===== src/rtl/fork_cond_nch_2ph.sv =====
// Two-phase bundled-data conditional fork with NCH output channels.
// Define FORK_TIMEOUT_EN to build the BUSY-state watchdog that drives err.
module fork_cond_nch_2ph #(
  parameter int WIDTH          = 8,
  parameter int NCH            = 4,
  parameter int TIMEOUT_CYCLES = 1024
) (
  input  logic             clk,
  input  logic             rst,
  input  logic             in_req,
  output logic             in_ack,
  input  logic [WIDTH-1:0] in_data,
  input  logic [NCH-1:0]   in_cond,
  output logic [NCH-1:0]   out_req,
  input  logic [NCH-1:0]   out_ack,
  output logic [WIDTH-1:0] out_data,
  output logic             err
);

  typedef enum logic {IDLE, BUSY} state_t;

  state_t           state, state_nxt;
  logic [NCH-1:0]   sel, sel_nxt;
  logic [NCH-1:0]   out_req_nxt;
  logic [WIDTH-1:0] out_data_nxt;
  logic             in_ack_nxt;
  logic             pend;
  logic             done;

  // A channel is finished when its ack phase has caught up with its req phase;
  // channels outside the latched mask count as finished.
  assign pend = in_req ^ in_ack;
  assign done = &(~sel | ~(out_ack ^ out_req));

  always_ff @(posedge clk or posedge rst) begin
    if (rst) begin
      state    <= IDLE;
      sel      <= '0;
      in_ack   <= 1'b0;
      out_req  <= '0;
      out_data <= '0;
    end else begin
      state    <= state_nxt;
      sel      <= sel_nxt;
      in_ack   <= in_ack_nxt;
      out_req  <= out_req_nxt;
      out_data <= out_data_nxt;
    end
  end

  always_comb begin
    state_nxt    = state;
    sel_nxt      = sel;
    in_ack_nxt   = in_ack;
    out_req_nxt  = out_req;
    out_data_nxt = out_data;
    case (state)
      IDLE: begin
        if (pend) begin
          if (|in_cond) begin
            out_data_nxt = in_data;
            sel_nxt      = in_cond;
            out_req_nxt  = out_req ^ in_cond;
            state_nxt    = BUSY;
          end else begin
            // Empty mask: nobody to wait for, retire the token directly.
            in_ack_nxt = ~in_ack;
          end
        end
      end
      BUSY: begin
        if (done) begin
          in_ack_nxt = ~in_ack;
          sel_nxt    = '0;
          state_nxt  = IDLE;
        end
      end
      default: state_nxt = IDLE;
    endcase
  end

`ifdef FORK_TIMEOUT_EN
  localparam int CW = $clog2(TIMEOUT_CYCLES + 1);
  localparam logic [CW-1:0] TMAX = CW'(TIMEOUT_CYCLES);

  logic [CW-1:0] wd_cnt;
  logic          err_q;

  // Count is held at zero in IDLE so it always starts from zero on BUSY entry.
  always_ff @(posedge clk or posedge rst) begin
    if (rst) begin
      wd_cnt <= '0;
      err_q  <= 1'b0;
    end else begin
      if (state == IDLE) begin
        wd_cnt <= '0;
      end else if (wd_cnt != TMAX) begin
        wd_cnt <= wd_cnt + CW'(1);
      end
      if ((state == BUSY) && (wd_cnt == TMAX) && !done) begin
        err_q <= 1'b1;
      end
    end
  end

  assign err = err_q;
`else
  assign err = 1'b0;
`endif

endmodule


===== config.mk =====
export PLATFORM = sky130hd
export DESIGN_NAME = fork_cond_nch_2ph
export DESIGN_NICKNAME = d
export VERILOG_FILES = /design/src/rtl/fork_cond_nch_2ph.sv
export SDC_FILE = /design/constraint.sdc
export NUM_CORES = 1
export LEC_CHECK = 0
export BUFFER_PORTS_ARGS = -buffer_cell sky130_fd_sc_hd__buf_2
export CORE_AREA = 8 8 50 52
export CTS_CLUSTER_DIAMETER = 200
export DETAILED_ROUTE_END_ITERATION = 6
export DIE_AREA = 0 0 58 60
export HOLD_SLACK_MARGIN = 0.1
export PLACE_DENSITY = 0.81
export SLEW_MARGIN = 20
export SYNTH_ARGS = -nofsm -noshare
export SYNTH_HDL_FRONTEND = slang
export SYNTH_SLANG_ARGS = --single-unit

===== constraint.sdc =====
create_clock -name clk -period 4 [get_ports clk]
set_input_delay 0.2 -clock clk [delete_from_list [all_inputs] [get_ports clk]]
set_output_delay 0.2 -clock clk [all_outputs]
set_load 0.02 [all_outputs]

# Yosys cells after proc, flatten, opt, wreduce, memory -nomap -nowiden
# Cells that the tools add are included.
# op_classes
n_eq_ne	4
n_mux	12
bitwise_logic	8
n_reduce_logical	5
# ops
operator	count
2-to-1 mux 4 bit	3
AND reduction 3 bit	3
inverter 4 bit	2
one-hot mux 4 bit (2 select lines)	1
bitwise XOR 4 bit	2
2-to-1 mux 1 bit	6
!= test 2 bit, second input constant	3
OR 4 bit	1
one-hot mux 1 bit (2 select lines)	2
AND reduction 4 bit	1
OR reduction 4 bit	1
!= test 2 x 1 -> 1 bit, second input constant	1
inverter 1 bit	2
bitwise XOR 1 bit	1
# word_totals
ff_bits	18
out_inout_bits	14
elab_cells	34

# Logic depth before layout (Yosys ltp)
# logic_depth
depth_word	6
ltp_mapped	5
ltp_nobuf	4

# Worst setup path before layout
# Ideal clock, no wire load.
# synth_path
kind	register to register
from	register in_ack
to	register out_data[0]
setup_time_ns	0.125
arrival_ns	1.416
setup_slack_ns	2.459
stages_incl_launch_ff	5
path_buffers	1
period_less_slack_ns	1.541
path_cell_list	dfrtp_1 > xnor2_1 > nor3_4 > buf_6 > mux2_4
# synth_between
elab_chain_len	2
# synth_rtl
item	line_no	source
start: declaration	11	output logic in_ack,
start signal: assignment	45	in_ack <= in_ack_nxt;
bitwise XOR 1 bit	32	assign pend = in_req ^ in_ack;
AND reduction 3 bit (no source line)	-	
end signal: assignment	47	out_data <= out_data_nxt;
end: declaration	16	output logic [WIDTH-1:0] out_data,
# Every way passes these cells.
# A chain may end at the register's enable or synchronous reset.

# Worst setup path in the final report
# layout_path
from	register in_ack
to	register sel[1]
# layout_between
elab_chain_len	3
# layout_rtl
item	line_no	source
bitwise XOR 1 bit	32	
!= test 2 bit (no source line)	-	
AND reduction 3 bit (no source line)	-	
end signal: assignment	44	sel <= sel_nxt;
end: declaration	23	logic [NCH-1:0] sel, sel_nxt;
# Every way passes these cells.

==> impl_metrics.csv <==
group,metric,value,unit
outcome,status,"finished clean",
die,io_pins,33,
power,p_clk_share,12.3,%
finish,syn_to_final_growth,25.3,%
cts,cts_setup_buffers,0,
route,drc,0,
sta,clock_skew,2.82,ps
critical_path,r2r_setup_slack,2270,ps
critical_path,path_class,"flip-flop to flip-flop",
cts,clockRootBuffer,"clkbuf_4",
synthesis,yosysWarnings,0,
cts,cts_tree,"built",
die,core-area,1800,µm²
cts,numCtsBuffers,3,
cts,cts_hold_buf,1,
route,dr_total_vias,555,
sta,rsz0062_at_grt,"no",
route,wl,1.66,mm
synthesis,avgSynthCellArea,14.0,µm²
synthesis,synth_cell_type_count,20,
global_route,grt-ovfl-total,0,
power,ir_drop,412,µV
sta,max_slew_margin,54.7,%
sta,fin_crit,1730,ps
sta,worst_slack,2270,ps
worst_hold_path,whs_endpoint,"out_data[6]",
finish,final_cell_mix,"31 x buf_2, 18 x dfrtp_1, 6 x mux2_2",
finish,final_common_cell,"buf_2",
route,dr_wl_met2,799,µm
die,start_util,44.9,%
sta,hold_viol,0,
sta,setup_violations,0,
die,chipWidth,58,µm
global_route,grt_max_degree,19,
synthesis,synthCells,58,
synthesis,syn_area,810,µm²
placement,placed_cells,105,
finish,fillers,155,
route,top_layer_used,"met4",
route,drt-met1-wl,748,µm
sta,period_share,43.2,%
finish,diodes,0,
critical_path,worstReg2RegStart,"in_ack",
die,die_h,60,µm
cts,clk-insertion-delay-late,280,ps
power,swShare,39.4,%
sta,final_max_slew_viol_count,0,
critical_path,cp.required,4180,ps
power,power.total,0.000866,W
cts,numClockSinks,18,
cts,clk_path_buf_depth,2,
critical_path,critical_path.endpoint_type,"flip-flop",
critical_path,path_max_fanout,17,
worst_hold_path,hold_path.class,"input port to flip-flop",
placement,gp_congestion,0.800,
die,die_area,3480,µm²
power,p_int,0.000525,W
critical_path,reg2reg_depth,4,
cts,cts_max_level,1,
die,rows,16,
worst_hold_path,min-delay-start,"in_data[6]",
synthesis,syn-num-nets,77,
sta,tns,0,ps
power,power.switching,0.000341,W
route,route.met3.wl,84,µm
power,p_leak,0.491,nW
cts,clk_pin_slew,100,ps
power,power.density,853,nW/µm²
critical_path,cp-start-kind,"flip-flop",
global_route,grt_pass1_wl,2.86,mm
placement,pre_cts_ws,2270,ps
finish,drive_above_1_share,53.3,%
synthesis,ys_seq_elements,18,
worst_hold_path,holdPathStages,2,
placement,hpwl,1.36,mm
finish,final-instance-count-excl-fill,110,
power,seqPwrFrac,39.0,%
global_route,grt_pass1_vias,626,
global_route,antenna_found_initial,0,
critical_path,arrival,1900,ps
sta,fmax,0.579,GHz
route,drt_iter0_drc,4,
critical_path,reg2reg_to,"sel[1]",
route,viasPerCell,5.05,
route,firstDrtPassIters,4,
sta,hold_ws,146,ps
route,wl_per_cell,15.1,µm
job,maxCapViolCount,0,
synthesis,ys_seq_area_share,55.6,%
cts,cts_resized,0,
sta,worstMarginPinSlew,679,ps
finish,nNetsFinal,112,
global_route,grt_usage,10.7,%
placement,io_buffers,31,
power,p_comb_share,48.7,%
route,ant_nets,0,
==> flip-flops by register name, summed over array words and instances, names as in the netlist <==
name and flops:
sel 4, out_req 4, state 1, in_ack 1
out_data 8
==> power by group through the flow <==
stage                     registers (W)  logic (W)  clock network [W]
final                          0.000338   0.000422           0.000106
after global routing           0.000355   0.000461           0.000124
after CTS                      0.000339   0.000431           0.000111
after detailed placement       0.000342   0.000428                  0
after global placement         0.000337   0.000415                  0
after floorplan                0.000419   0.000233                  0
==> cell families (layout without fill, tap and decap cells) <==
family	count (synthesis)	after routing	share of synthesized area [%]
compound gates	8	8	8.66
xor+xnor	9	9	9.74
buf+inv	3	37	2.78
flops	18	18	55.6
mux	10	10	14.5
other cells	1	1	0.463
simple gates	9	9	8.19
==> cell usage after synthesis (all sizes together) <==
cell type,n,area (µm²)
dfrtp,18,450
mux2,8,97.6
nand2,5,18.8
xnor2,5,43.8
a22o,4,40.0
xor2,4,35.0
buf,2,18.8
mux2i,2,20.0
a21boi,1,7.51
a21oi,1,5.00
a222oi,1,10.0
conb,1,3.75
inv,1,3.75
nor2,1,3.75
nor2b,1,6.26
nor3,1,16.3
nor4,1,21.3
o21a,1,7.51
==> stage by stage <==
step / util [%] / area, µm²
CTS: 56.3 / 1010
global placement: 53.8 / 968
detailed placement: 53.8 / 968
finish: 56.3 / 1010
global route: 56.3 / 1010
floorplan: - / 810
==> how the worst max path moves through the flow <==
stage | to | start | slack, ps
after detailed placement | sel[1] | in_ack | 2270
after global routing | sel[1] | in_ack | 2120
after CTS | sel[1] | in_ack | 2250
after floorplan | out_data[0] | in_ack | 2460
after global placement | sel[1] | in_ack | 2360
final | sel[1] | in_ack | 2270
==> final cells by class <==
| type | instances | area (µm²) | share of cell area (%) |
|---|---|---|---|
| Tap cell | 18 | 22.5 | 2.22 |
| Inverter | 1 | 3.75 | 0.370 |
| Clock buffer | 4 | 36.3 | 3.58 |
| Multi-Input combinational cell | 37 | 337 | 33.2 |
| Sequential cell | 18 | 450 | 44.4 |
| Timing Repair Buffer | 32 | 165 | 16.3 |
==> worst max-delay path, cell delays in order (launching register included) <==
cell	delay, ps
dfrtp_1	430
xnor2_1	190
nor3_4	540
a21oi_1	200
a22o_2	260
==> routing by layer <==
| layer | GRT usage (%) | vias up |
|---|---|---|
| met2 | 17.4 | 18 |
| li1 | - | 271 |
| met1 | 12.6 | 264 |
| met5 | 0 | - |
| met3 | 3.01 | 2 |
| met4 | 5.24 | 0 |
Power figures use the tool's default switching activity.
